File: config.mk
export PLATFORM = sky130hd
export DESIGN_NAME = guess_entry
export DESIGN_NICKNAME = d
export VERILOG_FILES = /design/src/rtl/wordle_pkg.sv /design/src/rtl/guess_entry.sv
export SDC_FILE = /design/constraint.sdc
export NUM_CORES = 1
export LEC_CHECK = 0
export ABC_AREA = 1
export BUFFER_PORTS_ARGS = -buffer_cell sky130_fd_sc_hd__buf_2
export CAP_MARGIN = 40
export CORE_MARGIN = 4
export CORE_UTILIZATION = 53
export CTS_BUF_LIST = sky130_fd_sc_hd__clkbuf_4
export DETAILED_ROUTE_END_ITERATION = 6
export GPL_TIMING_DRIVEN = 0
export PLACE_DENSITY = 0.82
export SETUP_SLACK_MARGIN = 0.5
export SYNTH_ARGS = -nofsm -noshare
export SYNTH_HDL_FRONTEND = slang
export SYNTH_SLANG_ARGS = --single-unit
File: constraint.sdc
create_clock -name clk -period 1.8 [get_ports clk]
set_input_delay 0.36 -clock clk [delete_from_list [all_inputs] [get_ports clk]]
set_output_delay 0.36 -clock clk [all_outputs]
set_load 0.1 [all_outputs]
File: src/rtl/wordle_pkg.sv
// Shared tile/row layout, board defaults and entry FSM encoding for the word-guess game.
package wordle_pkg;

  localparam int TILE_W       = 7;
  localparam int YELLOW_BIT   = 6;
  localparam int GREEN_BIT    = 5;
  localparam int LETTER_W     = 5;
  localparam int WORD_LEN_DEF = 5;
  localparam int MAX_ROWS_DEF = 6;
  localparam int ROW_W        = TILE_W * WORD_LEN_DEF;

  localparam logic [LETTER_W-1:0] LETTER_BLANK = 5'd0;

  typedef enum logic [0:0] {
    ST_TYPING = 1'b0,
    ST_DONE   = 1'b1
  } entry_state_t;

  // A row wins only when every tile carries the green flag.
  function automatic logic all_green(input logic [ROW_W-1:0] row);
    logic g;
    g = 1'b1;
    for (int i = 0; i < WORD_LEN_DEF; i++) begin
      g = g & row[i*TILE_W + GREEN_BIT];
    end
    return g;
  endfunction

endpackage

File: src/rtl/guess_entry.sv
// Keystroke-driven guess builder and six-row board recorder with win/loss detection.
// Backspace editing is built only when GUESS_BACKSPACE_EN is defined.
module guess_entry
  import wordle_pkg::*;
#(
  parameter int MAX_ROWS = MAX_ROWS_DEF,
  parameter int WORD_LEN = WORD_LEN_DEF
) (
  input  logic                      clk,
  input  logic                      rst_n,
  input  logic                      key_valid,
  input  logic [4:0]                key_code,
  input  logic                      key_enter,
  input  logic                      key_back,
  input  logic                      new_game,
  output logic [34:0]               cur_row,
  input  logic [34:0]               scored_row,
  output logic [35*MAX_ROWS-1:0]    board,
  output logic [2:0]                row_idx,
  output logic [2:0]                cursor,
  output logic                      won,
  output logic                      lost,
  output logic                      commit
);

  entry_state_t           r_state;
  logic [34:0]            r_cur_row;
  logic [35*MAX_ROWS-1:0] r_board;
  logic [2:0]             r_row_idx;
  logic [2:0]             r_cursor;
  logic                   r_won;
  logic                   r_lost;
  logic                   r_commit;

  logic w_win;
  logic w_row_full;
  logic w_letter_ok;
  logic w_unused_back;

  assign w_win         = all_green(scored_row);
  assign w_row_full    = (r_cursor == 3'(WORD_LEN));
  assign w_letter_ok   = (key_code != LETTER_BLANK) && (r_cursor < 3'(WORD_LEN));
  assign w_unused_back = key_back;

  // Entry FSM: edits the typed row, commits scored rows and latches the game result.
  always_ff @(posedge clk or negedge rst_n) begin
    if (!rst_n) begin
      r_state   <= ST_TYPING;
      r_cur_row <= 35'd0;
      r_board   <= '0;
      r_row_idx <= 3'd0;
      r_cursor  <= 3'd0;
      r_won     <= 1'b0;
      r_lost    <= 1'b0;
      r_commit  <= 1'b0;
    end else begin
      r_commit <= 1'b0;
      if (new_game) begin
        r_state   <= ST_TYPING;
        r_cur_row <= 35'd0;
        r_board   <= '0;
        r_row_idx <= 3'd0;
        r_cursor  <= 3'd0;
        r_won     <= 1'b0;
        r_lost    <= 1'b0;
      end else begin
        case (r_state)
          ST_TYPING: begin
            if (key_valid) begin
              if (key_enter) begin
                if (w_row_full) begin
                  for (int r = 0; r < MAX_ROWS; r++) begin
                    if (r_row_idx == 3'(r)) begin
                      r_board[r*35 +: 35] <= scored_row;
                    end
                  end
                  r_commit  <= 1'b1;
                  r_cur_row <= 35'd0;
                  r_cursor  <= 3'd0;
                  r_row_idx <= r_row_idx + 3'd1;
                  if (w_win) begin
                    r_won   <= 1'b1;
                    r_state <= ST_DONE;
                  end else if (r_row_idx == 3'(MAX_ROWS - 1)) begin
                    r_lost  <= 1'b1;
                    r_state <= ST_DONE;
                  end
                end
              end
`ifdef GUESS_BACKSPACE_EN
              else if (key_back) begin
                if (r_cursor != 3'd0) begin
                  r_cursor <= r_cursor - 3'd1;
                  // The tile being cleared is the one most recently filled.
                  for (int t = 0; t < WORD_LEN; t++) begin
                    if (r_cursor == 3'(WORD_LEN - t)) begin
                      r_cur_row[t*TILE_W +: TILE_W] <= 7'd0;
                    end
                  end
                end
              end
`endif
              else if (w_letter_ok) begin
                for (int t = 0; t < WORD_LEN; t++) begin
                  if (r_cursor == 3'(WORD_LEN - 1 - t)) begin
                    r_cur_row[t*TILE_W +: TILE_W] <= {2'b00, key_code};
                  end
                end
                r_cursor <= r_cursor + 3'd1;
              end
            end
          end
          ST_DONE: begin
            r_state <= ST_DONE;
          end
          default: begin
            r_state <= ST_TYPING;
          end
        endcase
      end
    end
  end

  assign cur_row = r_cur_row;
  assign board   = r_board;
  assign row_idx = r_row_idx;
  assign cursor  = r_cursor;
  assign won     = r_won;
  assign lost    = r_lost;
  assign commit  = r_commit;

endmodule

==> results.txt, run 1 <==
Number of warnings issued by yosys: 0. The main combinational cell family by area after synthesis was simple AND/OR/NAND/NOR gates. Complex-gate fraction of the synthesized area: 0.1409. After synthesis, the cell types taking the most area are sky130_fd_sc_hd__dfrtp_1 (63%), sky130_fd_sc_hd__nand2_1 (12%), sky130_fd_sc_hd__o21ai_0 (8.0%).

Summing every instance area after synthesis gives 9672 um^2. The tools report the number of buffers between clock root and the deepest sink as 3. Simple-gate area share of the yosys netlist: 0.1625. At the end of routability-driven placement, the weighted congestion stood at 0.8989.

The run stopped with a tool error. Buffers added to address setup during post-CTS repair amount to 127. It got as far as clock tree synthesis (4_1_cts) and failed there.

In this run the clock root is driven by a sky130_fd_sc_hd__clkbuf_4. The synthesized netlist contains 28 unique library cells. Timing analysis after detailed placement gives a worst setup slack of -0.2550 ns. The synthesized-area fraction occupied by xor and xnor cells was 0; the quantity of I/O buffers inserted on ports was 288.

The site row count was 49; the starting density of the core was 0.5384. The floorplan die height is 143.1 um. After clock tree synthesis, the flow added hold-fix buffers numbering 3.

The number of placed I/O pins came out at 300. Number of synthesized register bits: 245. Dominant cell type by area after synthesis: sky130_fd_sc_hd__dfrtp_1. Post-CTS repair changed the size of 1152 cells.

The number of buffers created by CTS came out at 60. The cell count after synthesis came out at 945. The fraction of the mapped netlist area in adder cells came out at 0.01294. The first error in the log reads "[ERROR DPL-0038] Utilization greater than 100%, impossible to legalize".

The tools report the sequential share of the synthesized area as 0.6339. The estimated wirelength of the detail-placed design is 21770 um. The mean area per synthesized cell is 10.23 um^2.

The multiplexer fraction of the synthesized cell area was 0. The die width was 143.1 um; the level count of the clock H-tree was 2. The number of clock sinks is 245. The top-area cell type share of the netlist area is 0.6339.
==> metrics by stage <==
stage | cells | instance area [um^2] | TNS, ns
3_3_place_gp | 1471 | 11820 | -955.96
3_5_place_dp | 1473 | 11890 | -20.55
2_1_floorplan | 954 | 10090 | -5.340
==> synthesized netlist by cell type, drive strengths merged <==
cell and n:
nand2 326, dfrtp 245, o21ai 225, buf 34
clkbuf 30, nand4 26, inv 15, nor2 15
nand3 11, ha 10, a21oi 3, or2 2
a21o 1, conb 1, dlygate4sd1 1
==> logic make-up after synthesis <==
| family | count (synthesis) |
|---|---|
| simple gates | 380 |
| flops | 245 |
| compound gates | 229 |
| buf+inv | 80 |
| fa+ha+maj | 10 |
| other cells | 1 |
==> run 2, diff against run 1 <==
--- a/config.mk
+++ b/config.mk
@@ -9,12 +9,10 @@
 export BUFFER_PORTS_ARGS = -buffer_cell sky130_fd_sc_hd__buf_2
 export CAP_MARGIN = 40
 export CORE_MARGIN = 4
-export CORE_UTILIZATION = 53
-export CTS_BUF_LIST = sky130_fd_sc_hd__clkbuf_4
+export CORE_UTILIZATION = 40
 export DETAILED_ROUTE_END_ITERATION = 6
 export GPL_TIMING_DRIVEN = 0
-export PLACE_DENSITY = 0.82
-export SETUP_SLACK_MARGIN = 0.5
+export PLACE_DENSITY_LB_ADDON = 0.15
 export SYNTH_ARGS = -nofsm -noshare
 export SYNTH_HDL_FRONTEND = slang
 export SYNTH_SLANG_ARGS = --single-unit
==> run 2 against run 1 <==
  * The flow now finishes, with violations (negative setup slack)
  * Synthesized area did not move
  * Synthesized cell count is the same
==> results.txt, run 2 <==
The run gives -0.002 ns as the register-to-register path setup slack. The smallest hold slack is 0.1391 ns, and the final-report hold violation count is 0. Number of antenna violations at the first check in global routing: 1. The tools report the number of cells after detailed placement as 1563 (was 1473). The most critical setup path has its startpoint at cursor[1].

The level count of the clock H-tree is 1 (was 2), and the async set or reset register ratio after synthesis is 1.000 (unchanged). Static timing analysis puts the maximum clock frequency at 0.5549 GHz. The global routing usage on met3 was 0.04290. Relative to the synthesized area, the layout overhead comes to 38.74%. The worst hold path passes through 3 cells. List of most frequent post-synthesis cells: sky130_fd_sc_hd__nand2_1 (320), sky130_fd_sc_hd__dfrtp_1 (245), sky130_fd_sc_hd__o21ai_0 (154), sky130_fd_sc_hd__o21ai_2 (57), sky130_fd_sc_hd__clkbuf_1 (30) (unchanged). The dominant cell type by area after synthesis was sky130_fd_sc_hd__dfrtp_1 (unchanged).

The worst register-to-register path has a depth of 12. Type of the worst min-delay path: in2reg. Prevailing post-synth register cell: sky130_fd_sc_hd__dfrtp_1 (unchanged). The final setup violation count is 1.

For the total count of max-transition violations in the final report, the log shows 0. For the unique cell type count in the Yosys netlist, the log shows 28 (unchanged). The library cell with the highest instance count after synthesis is sky130_fd_sc_hd__nand2_1 (unchanged). The startpoint of the worst-slack reg-to-reg timing path was cursor[1]. The logs give 0 for the total of max-cap violations and 11.34 mW for the reported net switching power.

The top-area cell type share of the netlist area came out at 0.6339 (unchanged). The layer flagged by global routing as most heavily used is met2. The library cell used most frequently in the layout, excluding fill and tap cells, is sky130_fd_sc_hd__buf_2. The share of power burned in the clock network is 0.241, and the actual transition at the worst max-transition pin is 0.6436 ns. The peak per-stage delay on the critical path works out to 0.50 ns.

The worst slack at placement was -0.4144 ns (was -0.2550 ns). Overall power consumption after layout is estimated at 22.56 mW. Wire length per cell: 19.45 um. The critical path is of the reg2reg type. Setup repair after global routing could not meet its margin everywhere. The logs give 3 (unchanged) for the number of buffers between clock root and the deepest sink and 245 (unchanged) for the number of clock sinks. For the post-synthesis cell area, the log shows 9672 um^2 (unchanged). The run gives 7.045 nW as the leakage power total. The die covers 26730 um^2. At the worst endpoint, the required time is 2.19 ns. For this run, design rule violations remaining after detail routing come to 0. The finished layout holds 1628 standard cells, fillers aside.

The site row count came out at 56 (was 49). In the layout the commonest cells are sky130_fd_sc_hd__buf_2 (289), sky130_fd_sc_hd__nand2_1 (261), sky130_fd_sc_hd__dfrtp_1 (239). The path length in cells of the critical path came out at 12. Data arrives at the worst endpoint at 2.19 ns.

The largest driver fanout on the critical path was 6; the post-synthesis instance total was 945 (unchanged). Cells taking the most area after synthesis: sky130_fd_sc_hd__dfrtp_1 (63%), sky130_fd_sc_hd__nand2_1 (12%), sky130_fd_sc_hd__o21ai_0 (8.0%) (unchanged). After detailed routing, the total wire length is 31660 um. Using the TritonRoute via totals, the vias-per-cell ratio works out to 4.977. The run gives 0 (unchanged) as the number of warnings issued by yosys. The insertion delay to the later sink of the worst-skew pair was 0.51 ns; the placer congestion estimate was 0.8227 (was 0.8989). The run gives 0.4096 (was 0.5384) as the starting density of the core. The worst setup path is launched from a flop.

STA classifies the critical path endpoint as a flop. The quantity of I/O buffers inserted on ports is 288 (unchanged). Number of synthesized flops with an enable pin: 0 (unchanged). The checks that failed: negative setup slack. The run gives 23610 um^2 as the area of the core. In this run the most critical hold path is launched from key_valid.

The first global-routing pass estimated 47050 um of wire. Power spread over the standard cell area amounts to 1681 nW/um^2. The number of buffers created by CTS was 25 (was 60); the number of global-route vias before repair was 7885. The die width is 163.5 um (was 143.1 um), and the sequential share of the synthesized area is 0.6339 (unchanged).

The fraction of final layout cells with drive strength greater than 1 works out to 0.4254. The signal on the critical path passes through inv_4 > ha_4 > nand2_4 > nand2_4 > nand2_4 > nor2_4 > buf_8 > nand2_8 > buf_12 > clkbuf_16 > nand2_1 > o21ai_1. The critical path contains buffers and inverters numbering 4 combined. The number of flip-flops in the largest register was 210. The run gives 121 as the pin count of the biggest net entering global routing. On the final layout, the worst clock skew is 0.009185 ns. The switching power share of the total works out to 0.5027. The cell that appears most often on the critical path is sky130_fd_sc_hd__nand2_4. On the critical path the largest part of the delay comes from buffers and inverters.

TritonCTS built the clock tree. The total overflow left after global routing is 0. The share of total power in sequential cells is 0.311.

The run gives 300 (unchanged) as the number of placed I/O pins. The internal portion of the total power is 11.22 mW. The detailed router finished its first iteration with 492 violations.

The number of optimization iterations in the first detailed-route pass was 4; the combinational group share of total power was 0.448. For the peak supply drop, the log shows 0.0008533 V. The logs give 1345 for the final layout net count and 0.3131 for the met1 routing resource usage after global routing.

The cell at the root of the clock tree was sky130_fd_sc_hd__clkbuf_16 (was sky130_fd_sc_hd__clkbuf_4). The flow ran to the end, but the final reports show violations. For this block, the via count after detailed routing is 8103. In this run the remaining antenna-violating nets after routing total 0. The clock-pin slew on the worst setup and hold paths is 0.06 ns, and the floorplan die height is 163.5 um (was 143.1 um). The tools report the normalized max-slew margin as 0.5709.

The minimum clock period after layout was 1.802 ns. The final clock period utilization by the worst path works out to 1.001. The setup TNS came out at -0.002218 ns. The slowest stage of the critical path belongs to the cell sky130_fd_sc_hd__dfrtp_4. Routing usage on met2: 0.3749. Number of synthesized register bits: 245 (unchanged). The logs give -0.002218 ns for the slack of the critical path and 22190 um (was 21770 um) for the estimated wirelength of the detail-placed design. The tools report the overall global routing resource usage as 0.2270. The mean area per synthesized cell is 10.23 um^2 (unchanged).
-- run 2: cell counts after synthesis --
Identical to the previous run, type by type.
-- run 2: path summary, 6_finish.rpt --
kind                         endpoint
setup reg to reg           board[144]
hold / removal                 commit
hold reg to reg                commit
min in group asynchronous    board[0]
max in group asynchronous  row_idx[0]
setup / recovery           board[144]
-- run 2: what timing repair did --
item	in CTS	in global routing
hold buffers	1	0
pin swaps	2	5
endpoints found under the hold margin	54	0
gates resized for setup	69	145
buffers inserted	8	5
endpoints found under the setup margin	217	237
gates cloned	1	4
-- run 2: cell families after synthesis --
logic type,after synthesis,synth area share
AND/OR/NAND/NOR,380,0.1625
buffers and inverters,80,0.04942
other,1,0.0003877
adder cells (fa/ha/maj),10,0.01294
flip-flops,245,0.6339
AO/OA/AOI/OAI,229,0.1409
-- run 2: stage by stage --
stage            util  area, um^2
3_5_place_dp   0.4994       11790
2_1_floorplan       -        9887
6_report       0.5683       13420
5_1_grt        0.5682       13420
4_1_cts        0.5485       12950
3_3_place_gp   0.4967       11730
-- run 2: worst reg2reg max path, cell delays in order, from the launching register on --
cell	delay (ns)
sky130_fd_sc_hd__dfrtp_4	0.50
sky130_fd_sc_hd__inv_4	0.07
sky130_fd_sc_hd__ha_4	0.14
sky130_fd_sc_hd__nand2_4	0.06
sky130_fd_sc_hd__nand2_4	0.07
sky130_fd_sc_hd__nand2_4	0.05
sky130_fd_sc_hd__nor2_4	0.15
sky130_fd_sc_hd__buf_8	0.15
sky130_fd_sc_hd__nand2_8	0.07
sky130_fd_sc_hd__buf_12	0.16
sky130_fd_sc_hd__clkbuf_16	0.16
sky130_fd_sc_hd__nand2_1	0.05
sky130_fd_sc_hd__o21ai_1	0.06
-- run 2: routing by layer --
metal,wire length [um],vias to the layer above,part of all wire
li1,-,3809,-
met3,2078,39,0.066
met2,15210,245,0.48
met1,13720,4010,0.43
met4,660,0,0.021
met5,0,-,0
-- run 2: final cells by class --
class | instances | area, um^2
fill | 2201 | 10190
sequential | 245 | 6153
multi-input combinational | 629 | 3456
timing repair buffer | 309 | 1785
clock buffer | 38 | 714.4
buffer | 64 | 700.7
tap | 319 | 399.1
clock inverter | 7 | 135.1
inverter | 15 | 70.07
antenna | 2 | 5.005
-- run 2: power by group through the flow --
| stage | logic (mW) | registers [mW] | clock network, mW |
|---|---|---|---|
| final | 10.1 | 7.02 | 5.44 |
| after floorplan | 1.38 | 13.7 | 0 |
| after CTS | 9.97 | 6.98 | 5.53 |
| after detailed placement | 9.85 | 7.06 | 0 |
| after global routing | 10.5 | 7.12 | 5.75 |
| after global placement | 9.78 | 7.04 | 0 |
Power figures use the tool's default switching activity.
